===== src/rtl/screen_dump.sv =====
// screen_dump: streams the text VRAM out in raster order over a valid/ready source port,
// optionally mapping control bytes to '.' and appending CR LF after every row.
module screen_dump #(
    parameter int LAST_COL = 59,
    parameter int LAST_ROW = 16,
    parameter bit EOL_EN   = 1'b1,
    parameter bit SANITIZE = 1'b1
) (
    input  logic        i_clk,
    input  logic        i_rstn,
    input  logic        i_start,
    output logic        o_running,
    output logic        o_done,
    output logic [7:0]  o_char,
    output logic        o_valid,
    input  logic        i_ready,
    output logic [10:0] o_vram_addr,
    output logic        o_vram_ce,
    output logic        o_vram_wre,
    input  logic [7:0]  i_vram_dout
);
    localparam logic [5:0] COL_MAX = 6'(LAST_COL);
    localparam logic [4:0] ROW_MAX = 5'(LAST_ROW);

    typedef enum logic [2:0] {IDLE, READ, LATCH, SEND, CR, LF, FIN} state_t;

    state_t     state, state_nxt;
    logic [4:0] row, row_nxt;
    logic [5:0] col, col_nxt;
    logic [7:0] char_nxt;
    logic       valid_nxt;
    logic [7:0] mapped;

    always_comb begin
        mapped = i_vram_dout;
        if (SANITIZE && ((i_vram_dout < 8'h20) || (i_vram_dout == 8'h7F)))
            mapped = 8'h2E;
    end

    always_comb begin
        state_nxt = state;
        row_nxt   = row;
        col_nxt   = col;
        char_nxt  = o_char;
        valid_nxt = o_valid;
        case (state)
            IDLE: begin
                if (i_start) begin
                    row_nxt   = 5'd0;
                    col_nxt   = 6'd0;
                    state_nxt = READ;
                end
            end
            READ:  state_nxt = LATCH;
            LATCH: begin
                char_nxt  = mapped;
                valid_nxt = 1'b1;
                state_nxt = SEND;
            end
            SEND: begin
                if (i_ready) begin
                    valid_nxt = 1'b0;
                    if (col < COL_MAX) begin
                        col_nxt   = col + 6'd1;
                        state_nxt = READ;
                    end else begin
                        col_nxt = 6'd0;
                        if (EOL_EN) begin
                            char_nxt  = 8'h0D;
                            valid_nxt = 1'b1;
                            state_nxt = CR;
                        end else if (row < ROW_MAX) begin
                            row_nxt   = row + 5'd1;
                            state_nxt = READ;
                        end else begin
                            state_nxt = FIN;
                        end
                    end
                end
            end
            // CR and LF are back-to-back, so o_valid stays high between them
            CR: begin
                if (i_ready) begin
                    char_nxt  = 8'h0A;
                    state_nxt = LF;
                end
            end
            LF: begin
                if (i_ready) begin
                    valid_nxt = 1'b0;
                    if (row < ROW_MAX) begin
                        row_nxt   = row + 5'd1;
                        state_nxt = READ;
                    end else begin
                        state_nxt = FIN;
                    end
                end
            end
            FIN: begin
                row_nxt   = 5'd0;
                col_nxt   = 6'd0;
                valid_nxt = 1'b0;
                state_nxt = IDLE;
            end
            default: state_nxt = IDLE;
        endcase
    end

    always_ff @(posedge i_clk) begin
        if (!i_rstn) begin
            state   <= IDLE;
            row     <= 5'd0;
            col     <= 6'd0;
            o_char  <= 8'h00;
            o_valid <= 1'b0;
        end else begin
            state   <= state_nxt;
            row     <= row_nxt;
            col     <= col_nxt;
            o_char  <= char_nxt;
            o_valid <= valid_nxt;
        end
    end

    assign o_running   = (state != IDLE) && (state != FIN);
    assign o_done      = (state == FIN);
    assign o_vram_ce   = (state == READ);
    assign o_vram_wre  = 1'b0;
    assign o_vram_addr = {row, col};

endmodule


===== config.mk =====
export PLATFORM = sky130hd
export DESIGN_NAME = screen_dump
export DESIGN_NICKNAME = d
export VERILOG_FILES = /design/src/rtl/screen_dump.sv
export SDC_FILE = /design/constraint.sdc
export NUM_CORES = 1
export LEC_CHECK = 0
export ABC_CLOCK_PERIOD_IN_PS = 2500
export BUFFER_PORTS_ARGS = -buffer_cell sky130_fd_sc_hd__buf_2
export CAP_MARGIN = 20
export CORE_MARGIN = 2
export CORE_UTILIZATION = 45
export CTS_BUF_LIST = sky130_fd_sc_hd__clkbuf_8 sky130_fd_sc_hd__clkbuf_16
export DETAILED_ROUTE_END_ITERATION = 12
export PLACE_DENSITY_LB_ADDON = 0.08
export REMOVE_ABC_BUFFERS = 1
export SYNTH_ARGS = -nofsm -noshare
export SYNTH_HDL_FRONTEND = slang
export SYNTH_SLANG_ARGS = --single-unit

===== constraint.sdc =====
create_clock -name i_clk -period 2.5 [get_ports i_clk]
set_clock_uncertainty 0.2 [all_clocks]
set_input_delay 0 -clock i_clk [delete_from_list [all_inputs] [get_ports i_clk]]
set_output_delay 0 -clock i_clk [all_outputs]
set_load 0.02 [all_outputs]

=== After elaboration in Yosys (flattened, before gate mapping) ===
Index checks and enable logic that the tools add are counted.

* Flip-flop bits (word level): 23
* Bits in latches: 0
* RAM bits: 0
* Memory bits (read-only): 0
* Bits of input ports: 12
* Output and inout bits: 24
* Word-level logic and storage cells: 61
* Memories kept: 0

* Add/subtract/negate cells: 2
* Multiply operators: 0
* Divide/modulo/power cells: 0
* Magnitude comparators: 3
* Eq/ne operators: 14
* Shift operators: 0
* Mux-type cells: 24
* Bitwise operators: 0
* Reductions and logical operators: 13

{| class="wikitable"
|+ Operators by type and width
! cell !! number
|-
| $mux 8 || 4
|-
| $pmux 8 s3 || 1
|-
| $mux 3 || 6
|-
| $mux 6 || 3
|-
| $pmux 3 s6 || 1
|-
| $pmux 6 s3 || 1
|-
| $mux 5 || 3
|-
| $pmux 5 s3 || 1
|-
| $ne 2x2->1 const B || 6
|-
| $reduce_and 4->1 || 3
|-
| $reduce_bool 3->1 || 4
|-
| $eq 3x3->1 const B || 3
|-
| $eq 8x7->1 const B || 1
|-
| $lt 8x6->1 const B || 1
|-
| $add 6x1->6 const B || 1
|-
| $eq 3x2->1 const B || 2
|-
| $lt 6x6->1 const B || 1
|-
| $reduce_and 3->1 || 2
|-
| $add 5x1->5 const B || 1
|-
| $lt 5x5->1 const B || 1
|-
| $pmux 1 s4 || 1
|-
| $reduce_bool 4->1 || 1
|-
| $eq 3x1->1 const B || 1
|-
| $logic_not 3->1 || 1
|-
| 4 further kinds || 6
|}

=== Longest topological paths before layout ===
* Depth after elaboration: 4
* Gate-level depth with buffers: 6
* Mapped depth without buffers: 5

=== Worst setup path after synthesis ===
OpenSTA, ideal clock, no wires.

* Path kind: register to register
* Start point: reg col[0]
* End point: reg col[3]
* Setup time: 58 ps
* Arrival: 1,726 ps
* Required time: 2,242 ps
* Slack: 516 ps
* Stages on the path, launching flop included: 7
* Path buffers: 1
* Period minus slack after synthesis: 1,984 ps
* Path through: dfxtp_1 -> ha_1 -> o2111a_1 -> or3b_1 -> buf_6 -> o31ai_2 -> a21o_1

* Longest elaborated chain between the ends: 4
* Elaborated cells between the ends (all ways): 5
* Classes of those cells: 1 x add/sub; 1 x order compare; 3 x mux

{| class="wikitable"
|+ RTL lines
! element !! line !! RTL
|-
| start, declared || 29 || <nowiki>logic [5:0] col, col_nxt;</nowiki>
|-
| start signal, assigned || 119 || <nowiki>col <= col_nxt;</nowiki>
|-
| $add 6x1->6 or $lt 6x6->1 (tied branches) || 64, 63 ||
|-
| $mux 6 * || 63 || <nowiki>if (col < COL_MAX) begin</nowiki>
|-
| $mux 6 * || 61 || <nowiki>if (i_ready) begin</nowiki>
|-
| $pmux 6 s3 * || 46 || <nowiki>case (state)</nowiki>
|}

Mark *: on every way between the ends. The rest lies on a longest branch, timed or not. The select of a mux whose other input is x is not followed.
A chain may end at the register's enable or synchronous reset.

=== Worst setup path after layout ===
* Start point: in i_vram_dout[5]
* End point: reg o_char[0]

* Longest elaborated chain between the ends: 4
* Elaborated cells between the ends (all ways): 5
* Classes of those cells: 1 x order compare; 1 x eq/ne; 2 x mux; 1 x reduce/logical

{| class="wikitable"
|+ RTL lines
! element !! line !! RTL
|-
| start, declared || 20 || <nowiki>input logic [7:0] i_vram_dout</nowiki>
|-
| $lt 8x6->1 or $eq 8x7->1 (tied branches) || 36 || <nowiki>if (SANITIZE && ((i_vram_dout < 8'h20) || (i_vram_dout == 8'h7F)))</nowiki>
|-
| $logic_or 1x1->1 * || 36 ||
|-
| $mux 8 * || 36 ||
|-
| $pmux 8 s3 * || 46 ||
|-
| end signal, assigned || 120 || <nowiki>o_char <= char_nxt;</nowiki>
|-
| end, declared || 14 || <nowiki>output logic [7:0] o_char,</nowiki>
|}

Mark *: on every way between the ends. The rest lies on a longest branch, timed or not.

==> qor.json <==
{
  "run_status": {
    "outcome": "completed"
  },
  "grt": {
    "first_global_vias": 1240,
    "first_pass_grt_wire_length_microns": 5710,
    "antenna_violations_before_repair": 0,
    "gr-total-overflow": 0,
    "grt_start_max_net_pins": 24,
    "global_route.usage.total": 0.208
  },
  "timing": {
    "slew_viol_final": 0,
    "report.final.setup_viol": 0,
    "rsz0062_at_grt": "no",
    "final_period_minus_worst_setup_slack_ns": 2.38,
    "post_route_fraction_of_the_period_consumed_by_the_critical_path": 0.954,
    "fin_hold_viols": 0,
    "holdWs_ns": 0.0659,
    "fmaxAchievable_mhz": 419,
    "fin_setup_tns_ns": 0
  },
  "cts": {
    "tritoncts": "built",
    "cts_max_level": 1,
    "cts-root-to-sink-buffers": 2,
    "cts-root-buf": "clkbuf_8",
    "post_cts_setup_buffer_count": 0,
    "cts_sink_cnt": 23,
    "clock_insertion_delay_worst_skew_ns": 0.26,
    "cts_inserted_buffers": 3,
    "clk_transition_reported_paths_ns": 0.08
  },
  "worst_hold_path": {
    "min_path_type": "in -> reg"
  },
  "floorplanning": {
    "effective_utilization_at_floorplan": 0.463,
    "die-height_microns": 59.6,
    "fp.dieW_microns": 59.6,
    "rows": 20,
    "floorplan.core_area_sq_mm": 0.00300,
    "die-area_sq_mm": 0.00355,
    "ioPinCount": 36
  },
  "synth": {
    "synth_edf_count": 0,
    "ys_async_sr_fraction": 0,
    "post_synthesis_average_cell_area_sq_um": 8.32,
    "synth_warnings": 0,
    "netlist-cell-type-count": 54,
    "mappedNetlistArea_sq_mm": 0.00139,
    "number_of_synthesized_register_bits": 23,
    "dominantRegCellSynth": "dfxtp_1",
    "synth.yosys.seq_area_share": 0.332,
    "synthesis.instances": 167
  },
  "drt": {
    "drtAntennaViolNets": 0,
    "drt_iter0_drc": 94,
    "drt_drc_violations_left": 0,
    "drtPass1Iterations": 4,
    "route.final.wire_length_microns": 3450,
    "via_per_inst": 5.83,
    "wire_per_inst_microns": 14.3,
    "via_count": 1405
  },
  "setup_path": {
    "setup.worst_path.class": "in -> reg",
    "cp-start-kind": "primary input",
    "cp.required_ns": 2.51,
    "worst-endpoint-arrival_ns": 2.39,
    "worstSetupEndpointType": "register",
    "cp_max_fo": 4
  },
  "layout": {
    "final_antenna_diode_count": 0,
    "fillers": 302,
    "final_nets": 223,
    "syn_to_final_growth_pct": 25.0,
    "layout-drive-gt1-share": 0.212
  },
  "power": {
    "design_power_total_mw": 0.828,
    "ir_drop_uv": 218,
    "power.static_leakage_nw": 0.785,
    "power.density_cell_area_mw_per_mm2": 477
  },
  "placement": {
    "gpl.final_weighted_congestion": 0.810,
    "portBuffers": 34,
    "place_hpwl_microns": 2420
  },
  "job": {
    "drv.max_cap_violation_count": 0
  }
}
-- repair_timing --
item | 4_1_cts | 5_1_grt
hold endpoints to repair | 16 | 0
setup endpoints to repair | 0 | 3
hold buffers | 14 | 0
gates resized for setup | 0 | 2
-- flip-flops by register name, summed over array words and instances (netlist names) --
name     flops
o_valid      1
row          5
col          6
state        3
o_char       8
-- worst paths after layout --
path,startpoint,to,slack (ns),cells after the start
worst max-delay path,i_vram_dout[5],o_char[0],0.12,8
worst max register to register,col[0],o_char[2],0.16,6
worst min register to register,o_char[6],o_char[6],0.29,1
worst min-delay path,i_start,state[0],0.07,5
-- layout make-up --
class	count	area, sq um	share of cell area
Clock inverter	1	3.75	0.00216
Timing Repair Buffer	50	325	0.187
Clock buffer	3	41.3	0.0238
Multi-Input combinational cell	125	840	0.483
Inverter	6	22.5	0.0130
Tap cell	33	41.3	0.0238
Sequential cell	23	463	0.267
-- metal layers --
metal / up-vias / global-route usage / wire, microns
met3: 6 / 0.0306 / 131
met1: 647 / 0.299 / 1700
met2: 40 / 0.312 / 1580
met5: - / 0 / 0
li1: 712 / - / -
met4: 0 / 0.0825 / 37
-- placed cells by master, fill, tap and decap left out, types with 4 or more instances in the layout --
cell type / count
o21ai_0: 4
dfxtp_1: 21
nor2_1: 11
inv_1: 7
dlygate4sd3_1: 14
nor3b_1: 4
nor3_1: 6
buf_2: 34
nand3_1: 5
and3_1: 4
nor2b_1: 6
nand2_1: 8
a21oi_1: 10
nand2b_1: 6
-- cell families (layout without fill, tap and decap cells) --
family,Yosys count,in the layout,share of synthesized area
adder cells (fa/ha/maj),2,2,0.0180
AND/OR/NAND/NOR,71,71,0.308
AO/OA/AOI/OAI,50,50,0.268
multiplexers,1,1,0.00721
buffers and inverters,19,60,0.0640
flip-flops,23,23,0.332
other,1,1,0.00270
-- critical path: stages --
cell and delay (ns):
dlygate4sd3_1 0.53, buf_2 0.14, and4_1 0.18, a31oi_1 0.16
dlygate4sd3_1 0.57, nor2_1 0.04, a211oi_1 0.20, dlygate4sd3_1 0.56
-- power breakdown --
part	switching, mW	internal (mW)	total (mW)
combinational	0.105	0.0852	0.190
clock	0.122	0.110	0.231
sequential	0.0221	0.384	0.406
total	0.249	0.579	0.828
-- synth_stat cells, types with 3 or more instances --
cell      count  area share
a32o_1        3       0.022
nor3b_1       4       0.022
and3_1        4       0.018
buf_2         5       0.018
a211oi_1      3       0.016
nor2b_1       6       0.027
nand3_1       5       0.018
o21ai_0       4       0.014
inv_1         6       0.016
a21oi_1      10       0.036
a211o_1       3       0.019
o21a_1        3       0.016
clkbuf_1      4       0.011
nand2b_1      6       0.027
and3b_1       3       0.019
nand2_1       8       0.022
nand3b_1      3       0.016
nor2_1       11       0.030
nor3_1        6       0.022
dfxtp_1      23        0.33
-- metrics by stage --
stage                     setup WS (ns)  area [sq um]   util  cells
after floorplan                   0.522          1320      -    154
after global placement            0.510          1550  0.516    223
after detailed placement          0.482          1550  0.516    223
after CTS                        0.0936          1730  0.578    241
after global routing             0.0210          1740  0.578    241
final                             0.116          1740  0.578    241
No activity file was read; power rests on OpenSTA's default activity.
